### src/rtl/fp_pkg.sv
// Shared binary32 constants and divider state type.
// Imported by the divider and the operand classifier.
package fp_pkg;

  localparam int FP32_EXP_W = 8;
  localparam int FP32_MANT_W = 23;
  localparam int FP32_BIAS = 127;
  localparam logic [31:0] FP32_QNAN = 32'h7FC0_0000;
  localparam logic [7:0] FP32_INF_EXP = 8'hFF;

  typedef enum logic [1:0] {
    IDLE,
    ITER,
    NORM,
    DONE
  } fp_div_state_t;

endpackage

### src/rtl/fp_div_seq_classify.sv
// Per-operand decode: zero (denormals flushed), inf, NaN and the
// significand with its hidden bit restored.
module fp_classify
  import fp_pkg::*;
#(
  parameter int EXP_W = FP32_EXP_W,
  parameter int MANT_W = FP32_MANT_W
) (
  input  logic [EXP_W+MANT_W-1:0] x,
  output logic                    is_zero,
  output logic                    is_inf,
  output logic                    is_nan,
  output logic [MANT_W:0]         mant
);

  logic [EXP_W-1:0] e;
  logic [MANT_W-1:0] f;

  assign e = x[EXP_W+MANT_W-1 -: EXP_W];
  assign f = x[MANT_W-1:0];

  assign is_zero = (e == '0);
  assign is_inf = (&e) && (f == '0);
  assign is_nan = (&e) && (f != '0);
  assign mant = is_zero ? '0 : {1'b1, f};

endmodule

### src/rtl/fp_div_seq.sv
// Iterative binary32 divider, one restoring quotient bit per clock.
// Truncating, flush-to-zero, valid/ready on both sides.
module fp_div_seq
  import fp_pkg::*;
#(
  parameter int EXP_W = FP32_EXP_W,
  parameter int MANT_W = FP32_MANT_W,
  parameter int BIAS = FP32_BIAS
) (
  input  logic                    clk,
  input  logic                    rst,
  input  logic                    in_valid,
  output logic                    in_ready,
  input  logic [EXP_W+MANT_W:0]   flp_a,
  input  logic [EXP_W+MANT_W:0]   flp_b,
  output logic                    out_valid,
  input  logic                    out_ready,
  output logic [EXP_W+MANT_W:0]   result,
  output logic                    sign,
  output logic [EXP_W-1:0]        exponent,
  output logic [MANT_W-1:0]       quot,
  output logic                    div_by_zero,
  output logic                    invalid
);

  localparam int W = EXP_W + MANT_W + 1;
  localparam int QW = MANT_W + 2;
  localparam int EW = EXP_W + 2;
  localparam logic [4:0] CNT_INIT = 5'(MANT_W + 1);
  localparam logic signed [EW-1:0] BIAS_S = EW'(BIAS);
  localparam logic signed [EW-1:0] EMAX = {2'b00, {EXP_W{1'b1}}};
  localparam logic signed [EW-1:0] ONE_S = EW'(1);
  localparam logic [EXP_W-1:0] EXP_ONES = '1;
  localparam logic [MANT_W-1:0] QNAN_Q = {1'b1, {(MANT_W-1){1'b0}}};

  fp_div_state_t state, next;

  logic za, ia, na, zb, ib, nb;
  logic [MANT_W:0] ma, mb;
  logic accept, special;

  logic [QW-1:0] rem, qsr;
  logic [MANT_W:0] mb_r;
  logic [4:0] cnt;
  logic signed [EW-1:0] e_r;
  logic s_r;

  logic [EXP_W-1:0] st_exp;
  logic [MANT_W-1:0] st_quot;
  logic st_dbz, st_inv;

  logic [EXP_W-1:0] sp_exp;
  logic [MANT_W-1:0] sp_quot;
  logic sp_dbz, sp_inv;

  logic qb;
  logic [MANT_W:0] diff;
  logic [QW-1:0] rem_nx;

  logic signed [EW-1:0] e_adj;
  logic [MANT_W-1:0] n_quot;
  logic [EXP_W-1:0] n_exp;
  logic [MANT_W-1:0] n_frac;

  fp_classify #(.EXP_W(EXP_W), .MANT_W(MANT_W)) u_cls_a (
    .x(flp_a[W-2:0]),
    .is_zero(za),
    .is_inf(ia),
    .is_nan(na),
    .mant(ma)
  );

  fp_classify #(.EXP_W(EXP_W), .MANT_W(MANT_W)) u_cls_b (
    .x(flp_b[W-2:0]),
    .is_zero(zb),
    .is_inf(ib),
    .is_nan(nb),
    .mant(mb)
  );

  assign accept = in_valid && in_ready;
  assign special = na | nb | ia | ib | za | zb;

  // Priority matters: NaN/indeterminate beats inf dividend beats x/0.
  always_comb begin
    sp_exp = '0;
    sp_quot = '0;
    sp_dbz = 1'b0;
    sp_inv = 1'b0;
    if (na || nb || (za && zb) || (ia && ib)) begin
      sp_exp = EXP_ONES;
      sp_quot = QNAN_Q;
      sp_inv = 1'b1;
    end else if (ia) begin
      sp_exp = EXP_ONES;
    end else if (zb) begin
      sp_exp = EXP_ONES;
      sp_dbz = 1'b1;
    end
  end

  // rem < 2*mb, so a successful subtract always fits back in MANT_W+1 bits.
  assign qb = (rem >= {1'b0, mb_r});
  assign diff = rem[QW-2:0] - mb_r;
  assign rem_nx = qb ? {diff, 1'b0} : {rem[QW-2:0], 1'b0};

  assign e_adj = qsr[QW-1] ? e_r : e_r - ONE_S;
  assign n_quot = qsr[QW-1] ? qsr[QW-2:1] : qsr[QW-3:0];

  always_comb begin
    n_exp = e_adj[EXP_W-1:0];
    n_frac = n_quot;
    if (e_adj >= EMAX) begin
      n_exp = EXP_ONES;
      n_frac = '0;
    end else if (e_adj[EW-1] || e_adj == ONE_S - ONE_S) begin
      n_exp = '0;
      n_frac = '0;
    end
  end

  always_ff @(posedge clk) begin
    if (rst) state <= IDLE;
    else state <= next;
  end

  always_comb begin
    next = state;
    unique case (state)
      IDLE: if (accept) next = special ? DONE : ITER;
      ITER: if (cnt == '0) next = NORM;
      NORM: next = DONE;
      DONE: if (out_valid && out_ready) next = IDLE;
      default: next = IDLE;
    endcase
  end

  always_comb begin
    in_ready = (state == IDLE) && !rst;
  end

  assign result = invalid ? {1'b0, EXP_ONES, QNAN_Q}
                          : {sign, exponent, quot};

  always_ff @(posedge clk) begin
    if (rst) begin
      rem <= '0;
      qsr <= '0;
      mb_r <= '0;
      cnt <= '0;
      e_r <= '0;
      s_r <= 1'b0;
      st_exp <= '0;
      st_quot <= '0;
      st_dbz <= 1'b0;
      st_inv <= 1'b0;
      out_valid <= 1'b0;
      sign <= 1'b0;
      exponent <= '0;
      quot <= '0;
      div_by_zero <= 1'b0;
      invalid <= 1'b0;
    end else begin
      unique case (state)
        IDLE: begin
          if (accept) begin
            div_by_zero <= 1'b0;
            invalid <= 1'b0;
            s_r <= flp_a[W-1] ^ flp_b[W-1];
            rem <= {1'b0, ma};
            mb_r <= mb;
            qsr <= '0;
            cnt <= CNT_INIT;
            e_r <= {2'b00, flp_a[W-2 -: EXP_W]}
                 - {2'b00, flp_b[W-2 -: EXP_W]} + BIAS_S;
            st_exp <= sp_exp;
            st_quot <= sp_quot;
            st_dbz <= sp_dbz;
            st_inv <= sp_inv;
          end
        end
        ITER: begin
          rem <= rem_nx;
          qsr <= {qsr[QW-2:0], qb};
          cnt <= cnt - 5'd1;
        end
        NORM: begin
          st_exp <= n_exp;
          st_quot <= n_frac;
        end
        DONE: begin
          if (!out_valid) begin
            out_valid <= 1'b1;
            sign <= s_r;
            exponent <= st_exp;
            quot <= st_quot;
            div_by_zero <= st_dbz;
            invalid <= st_inv;
          end else if (out_ready) begin
            out_valid <= 1'b0;
          end
        end
        default: ;
      endcase
    end
  end

endmodule

### config.mk
export PLATFORM = sky130hd
export DESIGN_NAME = fp_div_seq
export DESIGN_NICKNAME = d
export VERILOG_FILES = /design/src/rtl/fp_pkg.sv /design/src/rtl/fp_div_seq_classify.sv /design/src/rtl/fp_div_seq.sv
export SDC_FILE = /design/constraint.sdc
export NUM_CORES = 1
export LEC_CHECK = 0
export CAP_MARGIN = 40
export CORE_ASPECT_RATIO = 0.8
export CORE_MARGIN = 2
export CORE_UTILIZATION = 59
export CTS_CLUSTER_DIAMETER = 100
export CTS_CLUSTER_SIZE = 8
export DETAILED_ROUTE_END_ITERATION = 16
export GPL_TIMING_DRIVEN = 0
export MAX_ROUTING_LAYER = met4
export PLACE_DENSITY = 0.86
export SLEW_MARGIN = 10
export SYNTH_ARGS = -nofsm -noshare
export SYNTH_HDL_FRONTEND = slang
export SYNTH_HIERARCHICAL = 1
export SYNTH_SLANG_ARGS = --single-unit
### constraint.sdc
create_clock -name clk -period 5.88 [get_ports clk]
set_clock_uncertainty 0.15 [all_clocks]
set_input_delay 0.882 -clock clk [delete_from_list [all_inputs] [get_ports clk]]
set_output_delay 0.882 -clock clk [all_outputs]
set_load 0.01 [all_outputs]
Word level (Yosys, flattened, before mapping)

Cells that the tools add are included.

Register bits: 160
Output and inout bits: 68
Logic and storage cells: 112

$add $sub $neg: 5
$lt $le $gt $ge: 2
Equal/unequal tests: 7
Multiplexer cells: 40
Bitwise gates (word level): 7
Reduce and logical (&&, ||, !) cells: 34

Operator list:

| cell                                                               | count |
|---|---|
| 2-to-1 mux 23 bit                                                  | 5 |
| case mux 25 bit (2 select lines)                                   | 2 |
| 2-to-1 mux 25 bit                                                  | 3 |
| 2-to-1 mux 24 bit                                                  | 2 |
| 2-to-1 mux 8 bit                                                   | 6 |
| zero test 23 bit                                                   | 2 |
| case mux 23 bit (2 select lines)                                   | 1 |
| nonzero test 23 bit                                                | 2 |
| 2-to-1 mux 32 bit                                                  | 1 |
| greater-or-equal comparator 25 x 24 -> 1 bit                       | 1 |
| subtractor 24 bit                                                  | 1 |
| zero test 8 bit                                                    | 2 |
| case mux 8 bit (2 select lines)                                    | 1 |
| AND reduction 8 bit                                                | 2 |
| adder 9 x 8 -> 10 bit, second input constant                       | 1 |
| greater-or-equal comparator 10 x 9 -> 1 bit, second input constant | 1 |
| zero test 10 bit                                                   | 1 |
| 2-to-1 mux 10 bit                                                  | 1 |
| case mux 5 bit (2 select lines)                                    | 1 |
| subtractor 10 x 2 -> 10 bit, second input constant                 | 1 |
| logical AND 1 bit                                                  | 9 |
| 2-to-1 mux 1 bit                                                   | 9 |
| subtractor 8 x 8 -> 9 bit                                          | 1 |
| 2-to-1 mux 2 bit                                                   | 4 |
| other kinds (17)                                                   | 35 |

Depth between registers and ports, before layout

Depth after elaboration: 10
Depth in mapped cells: 13
Mapped depth without buffers: 12

Cells and area by module

Netlist, hierarchy kept.

Modules (own cells, without submodules):

| module      | times used | cells each | area an instance (um^2) | seq. area each (um^2) |
|---|---|---|---|---|
| fp_div_seq  | 1          | 1,040      | 8,615.8                 | 3,203.1 |
| fp_classify | 2          | 42         | 254.0                   | 0.0 |

Least setup slack after synthesis

No wires, ideal clock.

Path type: input -> register
Start: in flp_a[23]
End: reg e_r[9]
Setup time: 0.065 ns
Arrival time: 2.936 ns
Setup slack: 2.729 ns
Stages: 12
Path buffers: 0
Path through: inv_1 > ha_1 > inv_1 > fa_1 > a21oi_1 > o21ai_1 > o31a_1 > a221oi_1 > nand2_1 > a211oi_1 > a21oi_1 > nor2_1

Word-level cells in the longest chain between the ends: 2

RTL lines:

| item                      | line              | RTL |
|---|---|---|
| start, declared           | fp_div_seq.sv:14  | `input logic [EXP_W+MANT_W:0] flp_a,` |
| subtractor 8 x 8 -> 9 bit | fp_div_seq.sv:175 | `- {2'b00, flp_b[W-2 -: EXP_W]} + BIAS_S;` |
| adder 9 x 8 -> 10 bit     | fp_div_seq.sv:175 |  |
| end signal, assigned      | fp_div_seq.sv:174 | `e_r <= {2'b00, flp_a[W-2 -: EXP_W]}` |
| end, declared             | fp_div_seq.sv:45  | `logic signed [EW-1:0] e_r;` |

No other way between the ends.
A chain may end at the register's enable or synchronous reset.

Worst setup path after layout

Start: in flp_b[1]
End: reg st_exp[0]

Word-level cells in the longest chain between the ends: 8
Elaborated cells between the ends (all ways): 11
Classes of those cells: mux: 3; reduce/logical: 8

RTL lines:

| item                            | line                      | RTL |
|---|---|---|
| start, declared                 | fp_div_seq.sv:15          | `input logic [EXP_W+MANT_W:0] flp_b,` |
| nonzero test 23 bit             | fp_div_seq_classify.sv:24 | `assign is_nan = (&e) && (f != '0);` |
| logical AND 1 bit               | fp_div_seq_classify.sv:24 |  |
| net nb                          | fp_div_seq.sv:38          | `logic za, ia, na, zb, ib, nb;` |
| logical OR 1 bit (3 in series)  | fp_div_seq.sv:90          | `if (na \|\| nb \|\| (za && zb) \|\| (ia && ib)) begin` |
| 2-to-1 mux 8 bit                | fp_div_seq.sv:90          |  |
| 2-to-1 mux 8 bit                | fp_div_seq.sv:166         | `if (accept) begin` |
| case mux 8 bit (2 select lines) | fp_div_seq.sv:164         | `unique case (state)` |
| end signal, assigned            | fp_div_seq.sv:176         | `st_exp <= sp_exp;` |
| end signal, assigned            | fp_div_seq.sv:188         | `st_exp <= n_exp;` |
| end, declared                   | fp_div_seq.sv:48          | `logic [EXP_W-1:0] st_exp;` |

The timed path passes the listed nets, and every way through them passes these cells. The select of a mux whose other input is x is not followed.

==> metrics.txt <==
CP peak stage delay=0.55 ns; FF+latch count, synth=160; Resized Gates After CTS=0; CP Buf/Inv Count=1; cells after synthesis=1124; net count after synthesis=1235; number of cell instances on the worst register-to-register path=11; synthesized-area fraction occupied by ao, oa, aoi and oai cells=21.4%; Yosys cell types=75; number of max-cap violations=0; Pwr per Cell Area=444 nW/um2; share of cell area taken by muxes after synthesis=4.09%; Setup Viol. Count Final=0; initial antenna violation count=0; slew at the pin closest to its max-slew limit=0.793 ns; layout cells sized above 1=6.58%; # clock sinks=160; clock slew at reported path FFs=0.07 ns; number of buffers added on ports=135; static leakage=0.00423 uW; Post-synth EDFFs=0; most used cell along the critical path=sky130_fd_sc_hd__o21ai_0; critical path launch point type=primary input; start of the worst register-to-register path=rem[0]; highest clock rate=271 MHz; average vias per placed instance=5.93; top_reg_cell synth=sky130_fd_sc_hd__dfxtp_1; worst-path cell with the longest stage delay=sky130_fd_sc_hd__or4_1; post-route fraction of the period consumed by the critical path=62.8%; hold depth=2; max-slew violation count=0; total number of vias=8898; outcome=completed; cell types occupying the most area after synthesis=sky130_fd_sc_hd__dfxtp_1, sky130_fd_sc_hd__nand2_1, sky130_fd_sc_hd__ha_1, sky130_fd_sc_hd__a22oi_1, sky130_fd_sc_hd__mux2i_1; wire length of the first global-routing pass=41.4 mm; share of synthesized flip-flops with an asynchronous set or reset=0%; adder-cell share of the synthesized area=6.06%; RSZ-0062 raised after global routing=no; total die area=16500 um2; H-tree levels=4; Worst Setup End Kind=flop; DIE HEIGHT=115 um; detailed placement HPWL=19.6 mm; post-synth design cell area=9120 um2; post-synth top area cell=sky130_fd_sc_hd__dfxtp_1; clock buffer count from CTS=17; Levels on crit path=9; drt wl/cell=17.4 um; total global routing overflow=0; relative area change from synthesis to final layout=23.7%; starting utilization of the core area=60.6%; min-delay src=st_exp[0]; sequence of cells on the critical path=clkdlybuf4s50_1 > nor4_1 > nand4_1 > o21ba_2 > or4_1 > o21ai_0 > a21oi_1 > o21ai_0 > a21oi_2; clock insertion delay at the later pin of the skew report=0.43 ns; Max Buffers Root-to-Sink=2; total track usage=32.6%; Diodes inserted=0; Filler Cells Inserted=1134; standard cell core area=15100 um2; peak supply drop=0.356 mV; hold crit path type=reg -> reg; final-stage net count=1389; FP Rows=40; Place WS=1.88 ns; Worst Setup SP=flp_b[1]; sequential fraction of the synthesis area=35.1%; wirelength, routed=26.1 mm; number of setup buffers added after CTS=0; start-to-end type of the worst setup path=in -> reg; crit path time final=3.69 ns; drc violations=0; Clock Root Buffer=sky130_fd_sc_hd__clkbuf_16; Slew headroom=47.2%; Req. time, crit path=6.04 ns; hold buffer count at cts=0; post-synthesis xor/xnor area fraction=3.94%; Pre-antenna DRT Iters=5; crit-path leading delay family=simple AND/OR/NAND/NOR gates; post-synthesis simple-gate area fraction=23.7%; largest net degree at the start of global routing=17; x dimension of the die=143 um; Syn Area/Cell=8.12 um2; clock tree from TritonCTS=built; via count of the first global-routing pass=8168; combinational family with the most area after synthesis=simple AND/OR/NAND/NOR gates; number of primary I/O pins=136; biggest fanout along the worst timing path=6; top cell type's share of synthesized area=35.1%; count of routing violations after the opening detailed-route iteration=853; data arrival time at the worst-slack endpoint=3.85 ns; synth warn=6; final-report hold violation count=0; number of nets still failing antenna checks after routing=0; RePlAce Congestion=1.01; fin worst setup slack=2.19 ns; Final TNS setup=0 ns
[tightest hold or removal path: stages, from the launching register on]
cell and delay [ns]:
sky130_fd_sc_hd__dfxtp_1 0.31, sky130_fd_sc_hd__nand2_1 0.05, sky130_fd_sc_hd__a21oi_1 0.05
[per-layer routing]
layer | routed length, um | global-route usage (%) | part of all wire [%] | vias to the layer above
met3 | 2240 | 6.25 | 8.6 | 46
li1 | - | - | - | 4273
met5 | 0 | - | 0 | -
met2 | 11500 | 49.0 | 44 | 400
met1 | 11900 | 45.1 | 46 | 4179
met4 | 470 | 8.71 | 1.8 | 0
[worst paths after layout]
check                end  slack (ns)
min          exponent[0]        0.30
min reg2reg  exponent[0]        0.30
max reg2reg      rem[23]        2.78
max            st_exp[0]        2.19
[sequential cells by signal, indices dropped and copies added, names as in the netlist]
name,flops
qsr,25
rem,25
mb_r,24
quot,23
st_quot,23
e_r,10
exponent,8
st_exp,8
cnt,5
state,2
div_by_zero,1
invalid,1
out_valid,1
s_r,1
sign,1
st_dbz,1
st_inv,1
[cell usage in the layout, fill, tap and decap left out, drive strengths merged, types with 3 or more instances in the layout]
cell type and n:
o21ai 66, nand2 147, xor2 23, o21a 3, inv 58, nor3 20
dfxtp 160, nand3b 10, buf 19, and2 52, and3 5, a22oi 48
nor4 19, a211oi 8, o311ai 3, and3b 3, mux2i 35, o31ai 26
o22ai 13, xnor2 18, clkbuf 71, nor2b 32, ha 41, nand2b 11
o221ai 3, or3 4, clkinv 5, or2 16, nand4 12, nor2 74
nand3 15, clkdlybuf4s50 135, a2bb2oi 4, a21oi 74, a21o 11, a31oi 10
[power by group]
group | switching (uW) | internal (uW)
logic | 1510 | 1100
clock network | 496 | 556
registers | 115 | 1230
total | 2120 | 2890
[cell type report]
type / instances / area (um2) / area share, %
clock inverter: 14 / 121 / 1.08
buffer: 72 / 332 / 2.94
sequential: 160 / 3200 / 28.4
inverter: 50 / 188 / 1.66
timing repair buffer: 135 / 1350 / 12.0
tap: 210 / 263 / 2.33
clock buffer: 18 / 429 / 3.80
multi-input combinational: 842 / 5400 / 47.8
[cell families after synthesis]
group / Yosys count
flops: 160
mux: 37
xor+xnor: 41
simple gates: 428
fa+ha+maj: 43
buf+inv: 122
compound gates: 293
[metrics by stage]
step / cell area, um2 / total power (uW) / cells / utilization (%) / hold WS [ns]
after floorplan: 9120 / 3310 / 1124 / - / 0.277
after global placement: 10700 / 3840 / 1469 / 71.3 / 0.288
after detailed placement: 10700 / 3880 / 1469 / 71.3 / 0.294
after CTS: 11300 / 4940 / 1501 / 74.9 / 0.303
after global routing: 11300 / 5280 / 1501 / 74.9 / 0.311
final: 11300 / 5010 / 1501 / 74.9 / 0.301
[synth_stat cells, types with 3 or more instances]
library cell,instances
sky130_fd_sc_hd__a211oi_1,7
sky130_fd_sc_hd__a21o_1,11
sky130_fd_sc_hd__a21oi_1,65
sky130_fd_sc_hd__a21oi_2,9
sky130_fd_sc_hd__a22oi_1,48
sky130_fd_sc_hd__a2bb2oi_1,3
sky130_fd_sc_hd__a31oi_1,10
sky130_fd_sc_hd__and2_1,52
sky130_fd_sc_hd__and3_1,5
sky130_fd_sc_hd__and3b_1,3
sky130_fd_sc_hd__buf_1,4
sky130_fd_sc_hd__buf_2,7
sky130_fd_sc_hd__buf_6,6
sky130_fd_sc_hd__clkbuf_1,53
sky130_fd_sc_hd__dfxtp_1,160
sky130_fd_sc_hd__ha_1,41
sky130_fd_sc_hd__inv_1,50
sky130_fd_sc_hd__mux2i_1,35
sky130_fd_sc_hd__nand2_1,147
sky130_fd_sc_hd__nand2b_1,11
sky130_fd_sc_hd__nand3_1,15
sky130_fd_sc_hd__nand3b_1,10
sky130_fd_sc_hd__nand4_1,12
sky130_fd_sc_hd__nor2_1,74
sky130_fd_sc_hd__nor2b_1,31
sky130_fd_sc_hd__nor3_1,19
sky130_fd_sc_hd__nor4_1,18
sky130_fd_sc_hd__o21a_1,3
sky130_fd_sc_hd__o21ai_0,31
sky130_fd_sc_hd__o21ai_1,35
sky130_fd_sc_hd__o221ai_1,3
sky130_fd_sc_hd__o22ai_1,13
sky130_fd_sc_hd__o31ai_1,26
sky130_fd_sc_hd__or2_1,3
sky130_fd_sc_hd__or2_2,13
sky130_fd_sc_hd__or3_1,4
sky130_fd_sc_hd__xnor2_1,18
sky130_fd_sc_hd__xor2_1,23
Note: power is estimated with default switching activity, not from simulation.
